$ cat src/rtl/conv_line_sched_if.sv
// -----------------------------------------------------------------------------
// conv_line_sched_if
// Bundles the pixel stream, the line buffer write port, the window strobe and
// the convolution completion pulse used by conv_line_sched.
//
// Handshake: a pixel moves from source to controller on a rising clk edge
// where data_valid && data_ready are both high. data_ready never depends
// combinationally on data_valid. The source holds data_i stable while
// data_valid is high and not yet accepted.
//
// Modports:
//   master : pixel source / convolution side (drives data_valid, data_i,
//            conv_done; observes everything else)
//   slave  : conv_line_sched controller
// Parameter CW : width of win_x / win_y.
// -----------------------------------------------------------------------------
interface conv_line_sched_if #(
  parameter int CW = 8
);
  logic          data_valid;
  logic [7:0]    data_i;
  logic          data_ready;
  logic [2:0]    line_wr_en;
  logic [7:0]    line_wr_data;
  logic          win_valid;
  logic [1:0]    top_sel;
  logic [CW-1:0] win_x;
  logic [CW-1:0] win_y;
  logic          conv_done;

  modport master (
    output data_valid, data_i, conv_done,
    input  data_ready, line_wr_en, line_wr_data, win_valid, top_sel,
           win_x, win_y
  );

  modport slave (
    input  data_valid, data_i, conv_done,
    output data_ready, line_wr_en, line_wr_data, win_valid, top_sel,
           win_x, win_y
  );
endinterface

$ cat src/rtl/conv_line_sched.sv
// -----------------------------------------------------------------------------
// conv_line_sched
// Sequencer for the 3x3 convolution path. Routes a raster-order pixel stream
// into three rotating line buffers, strobes a window whenever a full 3x3
// neighbourhood is present and tracks unanswered windows until frame end.
//
// Ports:
//   clk, rst_n   : clock, asynchronous active-low reset
//   start        : frame start request (honoured only in IDLE)
//   idle         : controller in IDLE
//   done         : one-cycle frame-complete pulse
//   dbg_state    : current FSM state (IDLE=0, RUN=1, WAIT=2, DONE=3)
//   dbg_issued   : windows issued in the current frame
//   bus          : conv_line_sched_if.slave (pixel stream, line buffer write,
//                  window strobe, conv_done)
//
// Optional feature: define CONV_STRIDE2_EN to issue windows only at even
// offsets from the first full neighbourhood (stride 2). Default is stride 1.
// -----------------------------------------------------------------------------
module conv_line_sched #(
  parameter int IMG_W   = 5,
  parameter int IMG_H   = 5,
  parameter int CW      = 8,
  parameter int MAX_OUT = 4
) (
  input  logic             clk,
  input  logic             rst_n,
  input  logic             start,
  output logic             idle,
  output logic             done,
  output logic [1:0]       dbg_state,
  output logic [2*CW-1:0]  dbg_issued,
  conv_line_sched_if.slave bus
);

  typedef enum logic [1:0] {
    S_IDLE = 2'd0,
    S_RUN  = 2'd1,
    S_WAIT = 2'd2,
    S_DONE = 2'd3
  } state_t;

  localparam int            OW       = $clog2(MAX_OUT + 1);
  localparam logic [OW-1:0] OUT_MAX  = OW'(MAX_OUT);
  localparam logic [CW-1:0] COL_LAST = CW'(IMG_W - 1);
  localparam logic [CW-1:0] ROW_LAST = CW'(IMG_H - 1);
  localparam logic [CW-1:0] TWO      = CW'(2);

  state_t          state, next_state;
  logic [CW-1:0]   col, row;
  logic [1:0]      wr_sel;
  logic [OW-1:0]   outstanding, outstanding_next;
  logic [2*CW-1:0] issued;

  logic accept, win_hit, issue, dec, start_frame, last_pix;

  assign accept      = bus.data_valid && bus.data_ready;
  assign start_frame = (state == S_IDLE) && start;
  assign last_pix    = accept && (col == COL_LAST) && (row == ROW_LAST);

`ifdef CONV_STRIDE2_EN
  // col-2 / row-2 even is the same as col / row even.
  assign win_hit = (row >= TWO) && (col >= TWO) && !col[0] && !row[0];
`else
  assign win_hit = (row >= TWO) && (col >= TWO);
`endif

  assign issue = accept && win_hit;
  // A completion with nothing outstanding is spurious and dropped.
  assign dec   = bus.conv_done && (outstanding != '0);

  always_comb begin
    outstanding_next = outstanding;
    case ({issue, dec})
      2'b10:   outstanding_next = outstanding + OW'(1);
      2'b01:   outstanding_next = outstanding - OW'(1);
      default: outstanding_next = outstanding;
    endcase
  end

  // ---------------- FSM: state register ----------------
  always_ff @(posedge clk or negedge rst_n) begin
    if (!rst_n) state <= S_IDLE;
    else        state <= next_state;
  end

  // ---------------- FSM: next state ----------------
  always_comb begin
    next_state = state;
    case (state)
      S_IDLE:  if (start) next_state = S_RUN;
      S_RUN:   if (last_pix) next_state = S_WAIT;
      // Uses the post-update count so a same-cycle conv_done can finish.
      S_WAIT:  if (outstanding_next == '0) next_state = S_DONE;
      S_DONE:  next_state = S_IDLE;
      default: next_state = S_IDLE;
    endcase
  end

  // ---------------- FSM: outputs ----------------
  always_comb begin
    idle           = (state == S_IDLE);
    done           = (state == S_DONE);
    bus.data_ready = (state == S_RUN) && (outstanding < OUT_MAX);
    dbg_state      = state;
    dbg_issued     = issued;
  end

  // ---------------- position and bookkeeping counters ----------------
  always_ff @(posedge clk or negedge rst_n) begin
    if (!rst_n) begin
      col         <= '0;
      row         <= '0;
      wr_sel      <= '0;
      outstanding <= '0;
      issued      <= '0;
    end else if (start_frame) begin
      col         <= '0;
      row         <= '0;
      wr_sel      <= '0;
      outstanding <= '0;
      issued      <= '0;
    end else begin
      outstanding <= outstanding_next;
      if (issue) issued <= issued + 1'b1;
      if (accept) begin
        if (col == COL_LAST) begin
          col    <= '0;
          row    <= row + 1'b1;
          wr_sel <= (wr_sel == 2'd2) ? 2'd0 : wr_sel + 2'd1;
        end else begin
          col <= col + 1'b1;
        end
      end
    end
  end

  // ---------------- registered datapath strobes ----------------
  always_ff @(posedge clk or negedge rst_n) begin
    if (!rst_n) begin
      bus.line_wr_en   <= '0;
      bus.line_wr_data <= '0;
      bus.win_valid    <= 1'b0;
      bus.top_sel      <= '0;
      bus.win_x        <= '0;
      bus.win_y        <= '0;
    end else begin
      bus.line_wr_en <= accept ? (3'b001 << wr_sel) : 3'b000;
      if (accept) bus.line_wr_data <= bus.data_i;
      bus.win_valid <= issue;
      if (issue) begin
        // Oldest row lives in the buffer written after the current one.
        bus.top_sel <= (wr_sel == 2'd2) ? 2'd0 : wr_sel + 2'd1;
        bus.win_x   <= col - 1'b1;
        bus.win_y   <= row - 1'b1;
      end
    end
  end

endmodule

$ cat src/flat_wrapper.sv
// flat-port wrapper written by rule: the top's interface ports become plain ports
module conv_line_sched_flat 
#(
  parameter int IMG_W   = 5,
  parameter int IMG_H   = 5,
  parameter int CW      = 8,
  parameter int MAX_OUT = 4
)
  (clk, rst_n, start, idle, done, dbg_state, dbg_issued, bus_data_valid, bus_data_i, bus_conv_done, bus_data_ready, bus_line_wr_en, bus_line_wr_data, bus_win_valid, bus_top_sel, bus_win_x, bus_win_y);
  conv_line_sched_if #(.CW(CW)) bus_i ();
  input  logic clk;
  input  logic rst_n;
  input  logic start;
  output logic idle;
  output logic done;
  output logic [1:0] dbg_state;
  output logic [2*CW-1:0] dbg_issued;
  input wire logic [$bits(bus_i.data_valid)-1:0] bus_data_valid;
  input wire logic [$bits(bus_i.data_i)-1:0] bus_data_i;
  input wire logic [$bits(bus_i.conv_done)-1:0] bus_conv_done;
  output wire logic [$bits(bus_i.data_ready)-1:0] bus_data_ready;
  output wire logic [$bits(bus_i.line_wr_en)-1:0] bus_line_wr_en;
  output wire logic [$bits(bus_i.line_wr_data)-1:0] bus_line_wr_data;
  output wire logic [$bits(bus_i.win_valid)-1:0] bus_win_valid;
  output wire logic [$bits(bus_i.top_sel)-1:0] bus_top_sel;
  output wire logic [$bits(bus_i.win_x)-1:0] bus_win_x;
  output wire logic [$bits(bus_i.win_y)-1:0] bus_win_y;
  assign bus_i.data_valid = bus_data_valid;
  assign bus_i.data_i = bus_data_i;
  assign bus_i.conv_done = bus_conv_done;
  assign bus_data_ready = bus_i.data_ready;
  assign bus_line_wr_en = bus_i.line_wr_en;
  assign bus_line_wr_data = bus_i.line_wr_data;
  assign bus_win_valid = bus_i.win_valid;
  assign bus_top_sel = bus_i.top_sel;
  assign bus_win_x = bus_i.win_x;
  assign bus_win_y = bus_i.win_y;
  conv_line_sched #(.IMG_W(IMG_W), .IMG_H(IMG_H), .CW(CW), .MAX_OUT(MAX_OUT)) u_core (.clk(clk), .rst_n(rst_n), .start(start), .idle(idle), .done(done), .dbg_state(dbg_state), .dbg_issued(dbg_issued), .bus(bus_i));
endmodule
$ cat config.mk
export PLATFORM = sky130hd
export DESIGN_NAME = conv_line_sched_flat
export DESIGN_NICKNAME = d
export VERILOG_FILES = /design/src/rtl/conv_line_sched_if.sv /design/src/rtl/conv_line_sched.sv /design/src/flat_wrapper.sv
export SDC_FILE = /design/constraint.sdc
export NUM_CORES = 1
export LEC_CHECK = 0
export CAP_MARGIN = 20
export CORE_MARGIN = 5
export CORE_UTILIZATION = 25
export DETAILED_ROUTE_END_ITERATION = 8
export PLACE_DENSITY_LB_ADDON = 0.12
export SETUP_SLACK_MARGIN = 0.4
export SYNTH_ARGS = -nofsm -noshare
export SYNTH_HDL_FRONTEND = slang
export SYNTH_SLANG_ARGS = --single-unit
$ cat constraint.sdc
create_clock -name clk -period 5.6 [get_ports clk]
set_input_delay 1.12 -clock clk [delete_from_list [all_inputs] [get_ports clk]]
set_output_delay 1.12 -clock clk [all_outputs]
set_load 0.02 [all_outputs]
## Yosys cells after proc, flatten, opt, wreduce, memory -nomap -nowiden

Index checks and enable logic that the tools add are counted.

| storage, ports and cells | value |
|---|---|
| register bits | 69 |
| output and inout bits | 51 |
| word-level logic and storage cells | 70 |

| cells by class | value |
|---|---|
| add/subtract/negate cells | 8 |
| magnitude comparators | 3 |
| equality and inequality tests | 11 |
| shifts and indexed selects | 1 |
| mux-type cells | 19 |
| reductions and logical operators | 16 |

Operator list:

| operator | number |
|---|---|
| 8-bit two-way mux | 6 |
| 16-bit two-way mux | 2 |
| 16-bit by 1-bit adder with 16-bit output (second input constant) | 1 |
| 8-bit by 1-bit adder with 8-bit output (second input constant) | 2 |
| 8-bit by 3-bit == test with 1-bit output (second input constant) | 2 |
| 8-bit by 2-bit >= comparator with 1-bit output (second input constant) | 2 |
| 8-bit by 1-bit subtractor with 8-bit output (second input constant) | 2 |
| 2-bit two-way mux | 7 |
| 2-bit == test (second input constant) | 4 |
| 1-bit logical AND | 8 |
| 2-bit one-hot mux with 4 select lines | 1 |
| 3-bit two-way mux | 2 |
| 3-bit one-hot mux with 2 select lines | 1 |
| 2-bit nonzero test | 3 |
| 2-bit by 1-bit == test with 1-bit output (second input constant) | 2 |
| 2-bit by 1-bit != test with 1-bit output (second input constant) | 2 |
| 3-bit by 1-bit adder with 3-bit output (second input constant) | 1 |
| 3-bit logical NOT | 1 |
| 3-bit less-than comparator (second input constant) | 1 |
| 3-bit AND reduction | 1 |
| 3-bit nonzero test | 1 |
| 1-bit by 2-bit left shift with 3-bit output (first input constant) | 1 |
| 3-bit by 1-bit subtractor with 3-bit output (second input constant) | 1 |
| 2-bit by 1-bit adder with 2-bit output (second input constant) | 1 |
| 3 further kinds | 3 |

## Longest topological paths before layout

| depth | value |
|---|---|
| depth in word-level cells | 9 |
| gate-level depth with buffers | 13 |
| depth with buffers taken out | 12 |

## Worst setup path before layout

No wires, ideal clock.

| path | value |
|---|---|
| path type | input to register |
| start | input port bus_data_valid |
| end | register u_core.state[1], in the netlist u_core.dbg_state[1] |
| library setup time | 0.127 ns |
| arrival time | 3.369 ns |
| required time | 5.473 ns |
| path slack | 2.104 ns |
| cell stages on the path | 11 |
| buffers on the path | 1 |
| cell sequence | nand3b_4 a21oi_4 nand2_2 buf_4 ha_1 fa_1 xnor2_1 o21a_1 o31ai_1 and3_1 mux2_1 |

| between the ends | value |
|---|---|
| word-level cells in the longest chain between the ends | 7 |
| elaborated cells on any way between the ends | 11 |
| those cells by class | eq/ne: 4; mux: 1; reduce/logical: 6 |

RTL lines:

| element | line | source |
|---|---|---|
| start: declaration | flat_wrapper.sv:18 | `input wire logic [$bits(bus_i.data_valid)-1:0] bus_data_valid;` |
| 1-bit logical AND (*) | conv_line_sched.sv:57 | `assign accept = bus.data_valid && bus.data_ready;` |
| 1-bit logical AND | conv_line_sched.sv:68 | `assign issue = accept && win_hit;` |
| 2-bit by 1-bit == test with 1-bit output or 2-bit == test (tied branches) | conv_line_sched.sv:74 | `case ({issue, dec})` |
| 3-bit one-hot mux with 2 select lines | conv_line_sched.sv:74 |  |
| 3-bit logical NOT | conv_line_sched.sv:94 | `S_WAIT: if (outstanding_next == '0) next_state = S_DONE;` |
| 2-bit by 1-bit != test with 1-bit output (no line) | - |  |
| 3-bit AND reduction (no line) (*) | - |  |
| end signal: assignment | conv_line_sched.sv:84 | `else state <= next_state;` |
| end: declaration | conv_line_sched.sv:49 | `state_t state, next_state;` |

Mark *: on every way between the ends. The rest lies on a longest branch, timed or not.
A chain may end at the register's enable or synchronous reset.

## Worst setup path in the final report

Same ends and word-level chain as after synthesis.

==> flow_summary.yaml <==
clock_network:
  ctsHoldBuffers: 0
  clk_latency_ps: 330
  htree_num_levels: 3
  cts_sinks: 69
  tritoncts: "done"
  clockBufferDepth: 2
  post_cts.resized_instances: 0
  tritoncts.num_buffers: 9
  clk_pin_slew_ps: 60
  post_cts_buffers: 0
  root_buffer: "clkbuf_16"
setup_path:
  cp.arrival_ps: 4320
  critPathBufInv: 2
  end_kind: "flop"
  startpoint_type: "input port"
  cp_top_family: "buffers and inverters"
  critical_path_class: "input port to flop"
  cpMaxStageDelayCell: "clkdlybuf4s50_1"
  crit_path_max_incr_delay_ps: 530
  crit_path_max_fanout: 40
  crit_path_cell_trace: "clkdlybuf4s50_1, nand3b_4, a21oi_4, nand2_2, buf_4, ha_1, fa_1, xnor2_1, o21a_1, o31ai_1, and3_1, mux2_1"
  required_ps: 5810
sta:
  slew_violations: 0
  finalHoldViolations: 0
  fin_skew_ps: 9.36
  fin_crit_ps: 4110
  grt_setup_unrepaired: "no"
  worst_pin_slew_ps: 878
  fin_tns_setup_ps: 0
  max_freq_mhz: 244
  finalCritPeriodShare_pct: 73.3
  setup_slack_ps: 1490
  finalSetupViolCount: 0
  relSlewSlack_pct: 41.4
routing:
  drc_errors: 0
  drtPass1Iterations: 6
  vias_per_cell: 4.38
  wire_per_inst_um: 14.0
  ant_nets: 0
  drt_iter0_drc: 201
  wl_um: 8450
  vias: 2653
die:
  initial_core_util_pct: 25.4
  rows: 43
  die_w_um: 129
  ios: 64
  die_area_um2: 16500
  die_h_um: 129
  core_um2: 13800
synthesis:
  syn_nets: 391
  synth_area_leaders: "dfrtp_1 (49%), nand2_1 (6.8%), ha_1 (5.0%), xor2_1 (4.2%), xnor2_1 (3.7%)"
  syn_avg_cell_area_um2: 9.68
  syn-cell-area_um2: 3510
  synth_top_area_cell: "dfrtp_1"
  yosysSeqAreaShare_pct: 49.1
  syn_inst: 363
  ys_seq_elements: 69
  synth_warnings: 0
  ys_types: 47
  synth_top_area_share_pct: 49.1
power:
  p_seq_share_pct: 33.7
  comb_power_share_pct: 35.9
  p_clk_share_pct: 30.4
  leakage_nw: 2.04
  p_sw_mw: 0.698
  peakVddDrop_mv: 0.192
  p_sw_share_pct: 33.9
  internal-power_mw: 1.36
  p_per_area_nw_per_um2: 446
grt:
  grt_antenna_before_repair: 0
  grt_pass1_vias: 2702
  grtUsageTotal_pct: 10.8
  grt_max_degree: 41
  grt_pass1_wl_um: 14200
  grt-ovfl-total: 0
flow_run:
  maxCapViolCount: 0
final_layout:
  drive_above_1_share_pct: 7.28
  layout.nets: 449
  layout.cells.non_filler: 606
  antenna_cells: 0
  syn_to_final_growth_pct: 31.2
  finish.utilization_pct: 33.3
  final_area_um2: 4610
place:
  placedCellCount: 590
  numPortBuffers: 63
  place.gp.congestion: 0.798
  dp_hpwl_um: 5950
  dp_slack_ps: 1080
  dpl_cell_area_um2: 4280
hold_path:
  min_path_type: "flop to flop"
outcome:
  status: "finished clean"
-- metrics by stage --
stage | hold slack, ps | power [mW]
6_report | 478 | 2.06
5_1_grt | 497 | 2.20
4_1_cts | 483 | 2.10
3_5_place_dp | 468 | 1.46
3_3_place_gp | 469 | 1.45
2_1_floorplan | 487 | 1.14
-- power by group through the flow --
stage | combinational [mW] | clock, mW | sequential (mW)
after CTS | 0.754 | 0.644 | 0.697
after floorplan | 0.338 | 0 | 0.801
final | 0.739 | 0.626 | 0.693
after global routing | 0.817 | 0.666 | 0.713
after detailed placement | 0.753 | 0 | 0.706
after global placement | 0.746 | 0 | 0.703
-- flip-flops by register name (all words and copies together) (netlist names) --
register	flops
u_core.bus.line_wr_data	8
u_core.bus.win_valid	1
u_core.bus.line_wr_en	3
u_core.row	8
u_core.bus.top_sel	2
u_core.outstanding	3
u_core.col	8
u_core.wr_sel	2
u_core.dbg_state	2
u_core.dbg_issued	16
u_core.bus.win_x	8
u_core.bus.win_y	8
-- worst paths after layout --
path / slack (ps) / startpoint / endpoint / cells past startpoint
max reg2reg: 1930 / u_core.row[0]$_DFFE_PN0P_ / u_core.dbg_state[1]$_DFFE_PN0P_ / 13
max in group asynchronous: 3700 / rst_n / u_core.bus.win_x[2]$_DFFE_PN0P_ / 2
max: 1490 / bus_data_valid / u_core.dbg_state[1]$_DFFE_PN0P_ / 12
min: 480 / u_core.bus.line_wr_data[5]$_DFFE_PN0P_ / u_core.bus.line_wr_data[5]$_DFFE_PN0P_ / 2
min in group asynchronous: 910 / rst_n / u_core.bus.win_y[6]$_DFFE_PN0P_ / 1
min reg2reg: 480 / u_core.bus.line_wr_data[5]$_DFFE_PN0P_ / u_core.bus.line_wr_data[5]$_DFFE_PN0P_ / 2
-- routing by layer --
layer	vias up	track usage [%]	share of wire [%]
met5	-	0	0
li1	1339	-	-
met2	50	16.8	46
met1	1256	14.5	48
met4	0	3.71	1.5
met3	8	3.20	5.1
-- synth_stat cells (all sizes together) --
cell type	instances
or4	3
inv	8
mux2	1
a21oi	17
o21a	2
xor2	17
nor2	34
o21ai	26
nand4b	2
fa	1
o31a	1
buf	11
nor4	5
a2bb2oi	1
mux2i	1
nand3b	1
dfrtp	69
ha	14
nand3	11
o31ai	4
and3b	1
nand2	65
nor4b	1
or3	8
xnor2	15
clkbuf	9
nor2b	1
nand4	10
and2	2
and3	6
nand2b	5
nor3b	3
nor3	8
-- final cells by class --
class / count / area (µm²)
inverters: 8 / 30.0
flip-flops and latches: 69 / 1730
multi-input cells: 266 / 1650
fillers: 1394 / 9220
well taps: 180 / 225
clock buffers: 13 / 260
clock inverters: 3 / 67.6
repair buffers: 67 / 656
-- cell families after synthesis --
family	synth area share, %
and+or+nand+nor	24.4
DFF	49.1
AOI/OAI and AO/OA	8.33
xor gates and xnor gates	7.97
buffers and inverters	4.06
adders and majority gates	5.55
muxes	0.605
-- worst reg2reg max path: cells and delay by family, from the launching register on --
family	cells	cell delay [ps]
AO/OA/AOI/OAI	3	430
flip-flops	1	430
AND/OR/NAND/NOR	4	980
buffers and inverters	2	460
multiplexers	1	320
adder cells (fa/ha/maj)	3	930
-- cells in the final DEF, fill, tap and decap left out, types with 2 or more instances in the layout --
cell type	synthesis	routed
or4_1	2	2
bufinv_16	0	2
and3_1	6	6
inv_1	8	8
a21oi_1	15	15
xor2_1	17	17
clkbuf_8	0	2
clkdlybuf4s50_1	0	62
o21a_1	2	2
xnor2_1	15	15
nand4_1	10	10
buf_4	2	4
nand3_2	2	2
nor3_1	8	8
nand2b_1	5	5
nor2_2	2	2
clkbuf_1	8	2
ha_1	14	14
and2_1	2	2
o21ai_0	14	14
dfrtp_1	69	69
nand3_1	9	9
nor2_1	32	32
nor3b_1	3	3
o31ai_1	4	4
or3_1	8	8
nand2_1	64	64
clkbuf_16	0	9
o21ai_1	12	12
nor4_1	3	3
No activity file was read; power rests on OpenSTA's default activity.
